### src/rtl/uart_tx_fifo.sv
// Transmit FIFO in front of the UART TX. It buffers host writes in a circular
// buffer and issues one byte at a time over the TX DIN/OE/RDY handshake.
module uart_tx_fifo #(
  parameter int Wdata = 8,
  parameter int Depth = 16,
  parameter int Guard = 4
) (
  input  logic                     CLK,
  input  logic                     RST,
  input  logic [Wdata-1:0]         DIN,
  input  logic                     WE,
  input  logic                     FLUSH,
  output logic                     FULL,
  output logic                     EMPTY,
  output logic [$clog2(Depth):0]   LEVEL,
  output logic                     OVF,
  output logic [Wdata-1:0]         TX_DOUT,
  output logic                     TX_OE,
  input  logic                     TX_RDY
);

  localparam int unsigned AW = $clog2(Depth);
  localparam int unsigned GW = $clog2(Guard + 1);

  typedef enum logic [1:0] {S_IDLE, S_ISSUE, S_BUSY, S_WAIT} state_t;

  state_t           r_state;
  logic [Wdata-1:0] r_mem [Depth];
  logic [AW:0]      r_wr_ptr;
  logic [AW:0]      r_rd_ptr;
  logic [GW-1:0]    r_guard;

  logic             w_wr_en;
  logic             w_pop;
  logic [AW:0]      w_wr_nxt;
  logic [AW:0]      w_rd_nxt;

  // FULL is the registered flag, so a pop in the same cycle cannot admit a write.
  assign w_wr_en = WE && !FULL && !FLUSH;
  assign w_pop   = (r_state == S_ISSUE);

  always_comb begin
    w_wr_nxt = r_wr_ptr + (AW+1)'(w_wr_en);
    w_rd_nxt = r_rd_ptr + (AW+1)'(w_pop);
    if (FLUSH) begin
      w_wr_nxt = '0;
      w_rd_nxt = '0;
    end
  end

  always_ff @(posedge CLK) begin
    if (w_wr_en) r_mem[r_wr_ptr[AW-1:0]] <= DIN;
  end

  always_ff @(posedge CLK or negedge RST) begin
    if (!RST) begin
      r_wr_ptr <= '0;
      r_rd_ptr <= '0;
      LEVEL    <= '0;
      FULL     <= 1'b0;
      EMPTY    <= 1'b1;
      OVF      <= 1'b0;
    end else begin
      r_wr_ptr <= w_wr_nxt;
      r_rd_ptr <= w_rd_nxt;
      LEVEL    <= w_wr_nxt - w_rd_nxt;
      FULL     <= (w_wr_nxt[AW] != w_rd_nxt[AW]) &&
                  (w_wr_nxt[AW-1:0] == w_rd_nxt[AW-1:0]);
      EMPTY    <= (w_wr_nxt == w_rd_nxt);
      if (FLUSH)          OVF <= 1'b0;
      else if (WE && FULL) OVF <= 1'b1;
    end
  end

  always_ff @(posedge CLK or negedge RST) begin
    if (!RST) begin
      r_state <= S_IDLE;
      r_guard <= '0;
      TX_OE   <= 1'b0;
      TX_DOUT <= '0;
    end else begin
      case (r_state)
        S_IDLE: begin
          // A flush in progress must not launch a byte it is about to discard.
          if (!EMPTY && TX_RDY && !FLUSH) begin
            TX_DOUT <= r_mem[r_rd_ptr[AW-1:0]];
            TX_OE   <= 1'b1;
            r_state <= S_ISSUE;
          end
        end
        S_ISSUE: begin
          TX_OE   <= 1'b0;
          r_guard <= '0;
          r_state <= S_BUSY;
        end
        S_BUSY: begin
          if (!TX_RDY)                        r_state <= S_WAIT;
          else if (r_guard == GW'(Guard - 1)) r_state <= S_IDLE;
          else                                r_guard <= r_guard + GW'(1);
        end
        S_WAIT: begin
          if (TX_RDY) r_state <= S_IDLE;
        end
        default: r_state <= S_IDLE;
      endcase
    end
  end

endmodule

### config.mk
export PLATFORM = sky130hd
export DESIGN_NAME = uart_tx_fifo
export DESIGN_NICKNAME = d
export VERILOG_FILES = /design/src/rtl/uart_tx_fifo.sv
export SDC_FILE = /design/constraint.sdc
export NUM_CORES = 1
export LEC_CHECK = 0
export BUFFER_PORTS_ARGS = -buffer_cell sky130_fd_sc_hd__buf_2
export CORE_MARGIN = 2
export CORE_UTILIZATION = 48
export DETAILED_ROUTE_END_ITERATION = 12
export GPL_TIMING_DRIVEN = 0
export PLACE_DENSITY = 0.67
export RECOVER_POWER = 100
export SLEW_MARGIN = 20
export SYNTH_ARGS = -nofsm -noshare
export SYNTH_HDL_FRONTEND = slang
export SYNTH_SLANG_ARGS = --single-unit
### constraint.sdc
create_clock -name CLK -period 2.4 [get_ports CLK]
set_clock_uncertainty 0.15 [all_clocks]
set_input_delay 0.12 -clock CLK [delete_from_list [all_inputs] [get_ports CLK]]
set_output_delay 0.12 -clock CLK [all_outputs]
set_load 0.1 [all_outputs]
==> metrics, run 1 <==
status=complete, but fails checks; failing checks=max-capacitance violations, max-slew violations; CTS Buf Count=17; part of the power in registers=0.422; largest net degree at the start of global routing=33; design area=between 7000 and 8000 sq um; Area contributors post-synth=edfxtp_1 (59%), dfrtp_1 (12%), mux4_2 (11%); pwr dens=1022 nW/um^2; Final #Nets=430; # diodes=0; Netlist cell types=39; Die Ht=120.7 um; Seq cells post-synth=160; max-slew violations=33; Psw=~2500 uW; sw frac=0.3190; Synth area leader=edfxtp_1; I/O pin cnt=30; arrival time worst endpoint=approximately 2600 ps; share of layout cells above drive strength 1=0.3007; CP max FO=7; Syn Std Cell Area=approximately 6500 sq um; Routed WL per cell=just over 20 um; leak pwr=0.002629 uW; Final period util=0.9972; Avg Cell Area, Syn=18.95 sq um; Die Area=around 15000 sq um; CTS tree=done; Final Hold Vio Count=0; via count=around 3200; drt first pass iters=4; Post-synth EDFFs=~130; DP Area=6942 sq um; max frequency=around 0.42 GHz; vias in the first global route=approximately 3400; worst slew pin tran=1734 ps; Area Overhead vs Synth=17.73%; Max Root-Sink Buffers=2; CP Data Required Time=~2600 ps; grt ovf=0; internal power=between 5000 and 6000 uW; fin util=0.5788; Clk pwr share=0.334; maxcap violations=1; Syn Nets=369; core footprint=around 13000 sq um; Routed WL=about 12000 um; die outline width=about 120 um; cell with the most instances after synthesis=edfxtp_1; unrepaired setup endpoints after global routing=true; Setup crit end kind=flop; CTS H-tree lvls=4; combinational share of power=0.244; Root Buffer=clkbuf_16; CTS sink count=160; post-route ant nets=0; antenna violations before repair=0; Clock Pin Slew Worst Setup and Hold Paths=~60 ps; Vias/cell=between 5 and 6; Synth Flop Type=edfxtp_1; sequential share of the synthesized area=0.7108; Starting Density=0.4916; Residual DRC=0; PortBufs=29; Detailed Route Iter0 Violations=about 270; Setup-failing EPs final=0; detailed placement HPWL=about 8100 um; kind of critical path=flop to flop; WHS=~44 ps; peak supply drop=around 480 uV; Hold Crit Class=primary input to flop; Clock Latency Late Sink=~420 ps; global-route wire length before repair=just under 20000 um; Synth top area share=0.5881; commonest cells in the netlist=edfxtp_1 (128), mux4_2 (32), dfrtp_1 (31); Post-Synthesis Cells=about 350; row count=42; gp weighted congestion=approximately 0.74; Tmin final=around 2400 ps; synth warn=0; Rel. slew slack=-0.1557; CP Launch Type=flop; ys async rst share=0.2000; GRT Total Usage=0.1853
-- cell families after synthesis --
kind of cell | synth area share
xor+xnor | 0.01187
mux | 0.1265
fa+ha+maj | 0.02221
compound gates | 0.04709
buf+inv | 0.02699
flops | 0.7108
simple gates | 0.05456
-- final timing paths --
| check | startpoint | to | slack (ps) | depth (start not counted) |
|---|---|---|---|---|
| setup / recovery | r_state[1] | LEVEL[4] | 7 | 11 |
| hold / removal | FLUSH | OVF | 40 | 3 |
| setup reg to reg | r_state[1] | LEVEL[4] | 7 | 11 |
| hold reg to reg | TX_OE | TX_OE | 340 | 1 |
| max in group asynchronous | RST | FULL | 330 | 2 |
| min in group asynchronous | RST | LEVEL[2] | 550 | 2 |
-- area by class of cell --
type	instances	area (sq um)
Fill cell	1033	5600
Sequential cell	160	4651
Multi-Input combinational cell	160	1839
Clock buffer	26	499.2
Timing Repair Buffer	42	234.0
Tap cell	176	220.2
Buffer	16	132.6
Clock inverter	6	82.58
Inverter	9	36.28
-- placed cells by master (no fill, tap or decap), drive strengths merged --
| cell | netlist | layout |
|---|---|---|
| edfxtp | 128 | 128 |
| clkbuf | 0 | 56 |
| mux4 | 32 | 32 |
| dfrtp | 31 | 31 |
| nor2 | 27 | 27 |
| buf | 16 | 17 |
| dlygate4sd3 | 0 | 11 |
| ha | 10 | 10 |
| inv | 9 | 9 |
| nand2 | 8 | 8 |
| o22ai | 8 | 8 |
| mux2i | 8 | 8 |
| a221oi | 8 | 8 |
| nand2b | 8 | 8 |
| xor2 | 6 | 6 |
| nor3 | 6 | 6 |
| a21oi | 6 | 6 |
| nand3 | 5 | 5 |
| o21ai | 4 | 4 |
| nor2b | 4 | 4 |
| clkinv | 0 | 4 |
| a21o | 3 | 3 |
| xnor2 | 2 | 2 |
| nand3b | 2 | 2 |
| bufinv | 0 | 2 |
| or2 | 2 | 2 |
| mux2 | 2 | 2 |
| dfstp | 1 | 1 |
| and2b | 1 | 1 |
| nor3b | 1 | 1 |
| or3b | 1 | 1 |
| nand4 | 1 | 1 |
| nor4 | 1 | 1 |
| o21bai | 1 | 1 |
| and2 | 1 | 1 |
| o21a | 1 | 1 |
| fa | 1 | 1 |
-- power groups by stage --
stage	Sequential, uW	Combinational [uW]	Clock [uW]
final	3320	1920	2630
after global placement	3350	1980	0
after detailed placement	3360	1990	0
after CTS	3310	2020	2680
after global routing	3330	2040	2780
after floorplan	4160	783	0
-- layer usage --
layer	global-route usage	routed length (um)
met1	0.2561	5342
met2	0.2892	6044
met4	0.06686	149
met5	0	0
met3	0.04528	770
-- through the flow --
| step | instances | worst slack, ps | TNS, ps | power, uW |
|---|---|---|---|---|
| after floorplan | 345 | -111.3 | -111.3 | 4947 |
| after global placement | 550 | -229.0 | -6387 | 5327 |
| after detailed placement | 550 | -244.2 | -2838 | 5347 |
| after CTS | 594 | -115.1 | -1907 | 8006 |
| after global routing | 595 | -115.2 | -1745 | 8146 |
| final | 595 | 6.752 | 0 | 7866 |
-- worst max-delay path, stage by stage, from the launching register on --
cell and delay, ps:
dfrtp_2 450, inv_4 70, nand2_1 100, inv_1 70, ha_1 260, nor2b_2 180, ha_1 160, inv_1 60
fa_2 370, a21o_1 180, a21oi_2 140, xor2_1 140
-- flip-flops by register name, summed over array words and instances (netlist names) --
name	count
r_mem	128
TX_DOUT	8
LEVEL	5
r_rd_ptr	5
r_wr_ptr	5
r_guard	3
r_state	2
EMPTY	1
FULL	1
OVF	1
TX_OE	1
-- timing repair --
action,4_1_cts,5_1_grt
setup endpoints to repair,37,92
pin swaps,2,2
buffers inserted,1,1
gates resized for setup,9,21
hold endpoints to repair,162,0
hold buffers,11,0
gates cloned,0,0
No activity file was read; power rests on OpenSTA's default activity.
==> run 2, diff against run 1 <==
==> constraint.sdc (replaced) <==
create_clock -name CLK -period 2.08 [get_ports CLK]
set_clock_uncertainty 0.15 [all_clocks]
set_input_delay 0.104 -clock CLK [delete_from_list [all_inputs] [get_ports CLK]]
set_output_delay 0.104 -clock CLK [all_outputs]
set_load 0.1 [all_outputs]
==> metrics, run 2 (synthesized netlist as in run 1, its figures left out) <==
GRT Total Usage=0.1939 (+0.008635); status=complete, but fails checks; CTS sink count=160 (unchanged); Max Root-Sink Buffers=2 (unchanged); Vias/cell=5.401 (-1.1%); grt ovf=0 (unchanged); I/O pin cnt=30 (unchanged); Tmin final=2374 ps (-19.49 ps); Hold Crit Class=primary input to flop; core footprint=13300 sq um (unchanged); Setup crit end kind=flop; Die Ht=120.7 um (unchanged); detailed placement HPWL=7822 um (-3.8%); Fill cells=915 (-11%); drt first pass iters=5 (+1); Clock Latency Late Sink=420 ps (about the same); Final period util=1.141 (+0.1440); Starting Density=0.4916 (unchanged); critical path launch point=FULL; hold path depth=3 (unchanged); pre-CTS worst setup slack=-573.6 ps (-329.4 ps); kind of critical path=flop to flop; arrival time worst endpoint=2560 ps (-20 ps); Routed WL=13460 um (+9.3%); failing checks=negative setup slack; Final Hold Vio Count=0 (unchanged); commonest non-fill, non-tap cell in the layout=edfxtp_1; DP Area=7000 sq um (+0.85%); CTS H-tree lvls=4 (unchanged); number of flip-flops in the largest register=128 (unchanged); via count=3419 (+5.2%); Root Buffer=clkbuf_16; post-route ant nets=0 (unchanged); placed cells=550 (unchanged); pwr dens=1103 nW/um^2 (+7.9%); most frequent cells in the layout=edfxtp_1 (128), mux4_2 (32), dfrtp_1 (28); antenna violations before repair=0 (unchanged); Layout Cells excl Fill=633 (+6.4%); CP Launch Type=flop; CP Data Required Time=2270 ps (-320 ps); max-slew violations=0 (-100%); PortBufs=29 (unchanged); CTS tree=done; die outline width=120.7 um (unchanged); share of layout cells above drive strength 1=0.4442 (+0.1435); vias in the first global route=3667 (+8.9%); worst slew pin tran=1160 ps (-573.1 ps); Area Overhead vs Synth=28.33%; Die Area=14570 sq um (unchanged); worst r2r path cells=8 (-3); peak supply drop=801.1 uV (+67%); Detailed Route Iter0 Violations=259 (-4.8%); leak pwr=0.002942 uW (+12%); min-delay src=FLUSH; CP max FO=3 (-4); Routed WL per cell=21.26 um (+2.8%); Residual DRC=0 (unchanged); Final #Nets=468 (+8.8%); max frequency=0.4213 GHz (+0.82%); # diodes=0 (unchanged); design area=8388 sq um (+9.0%); fin worst setup slack=-293.8 ps (-300.5 ps); Worst R2R Start=FULL; largest net degree at the start of global routing=33 (unchanged); maxcap violations=0 (-1); Clock Pin Slew Worst Setup and Hold Paths=60 ps (about the same); global-route wire length before repair=20220 um (+5.2%); gp weighted congestion=0.7376 (-0.15%); unrepaired setup endpoints after global routing=true; CTS Buf Count=17 (unchanged); row count=42 (unchanged); Rel. slew slack=0.2297 (+0.3854); fin util=0.6309 (+0.05214); Setup-failing EPs final=65 (+65); total negative slack=-8582 ps (-8582 ps)
run 2: changes by cell type in the layout (fill, tap and decap cells not counted), sizes merged:
cell and delta:
clkbuf -10, inv +1, clkinvlp +2, buf +44
clkinv +1
run 2: critical path: stages, from the launching register on:
cell     delay [ps]
dfrtp_4         490
nor3b_4         290
ha_4            200
ha_4            190
nor2b_4         130
fa_2            340
a21o_1          200
a21oi_2         140
xor2_1          150
run 2: layout make-up:
type	count	area, sq um	area share
clock inverters	10	111.4	0.01328
multi-input cells	160	2028	0.2418
plain buffers	16	148.9	0.01775
inverters	9	36.28	0.004326
well taps	176	220.2	0.02625
clock buffers	22	464.2	0.05534
flip-flops and latches	160	4652	0.5546
repair buffers	80	726.9	0.08666
run 2: per-stage QoR:
stage / hold WS, ps / total power, uW
final: 15.08 / 9253
after global routing: 24.44 / 9630
after CTS: 9.368 / 9256
after detailed placement: 47.71 / 6150
after global placement: 45.99 / 6122
after floorplan: -341.6 / 5717
run 2: power breakdown:
part	internal, uW	switching (uW)
clock network	1820	1200
registers	3670	138
logic	773	1650
total	6270	2990
run 2: final timing paths:
kind	to	slack, ps
worst max-delay path	LEVEL[4]	-290
worst min-delay path	OVF	20
worst max register to register	LEVEL[4]	-290
worst min register to register	TX_OE	330
max in group asynchronous	FULL	1000
min in group asynchronous	r_rd_ptr[4]	170
run 2: layer usage:
layer  global-route usage  share of wire  up-vias  wire, um
met5                    0              0        -         0
met4              0.06831          0.017        0       233
met3              0.05660          0.067       15       898
met2               0.3192           0.52      100      6938
met1               0.2472           0.40     1752      5385
li1                     -              -     1552         -
run 2: what timing repair did:
item,CTS,global route
endpoints found under the setup margin,134,143
buffers inserted,29,19
hold endpoints to repair,162,0
gates resized for setup,48,23
pin swaps,15,25
hold buffers,11,0
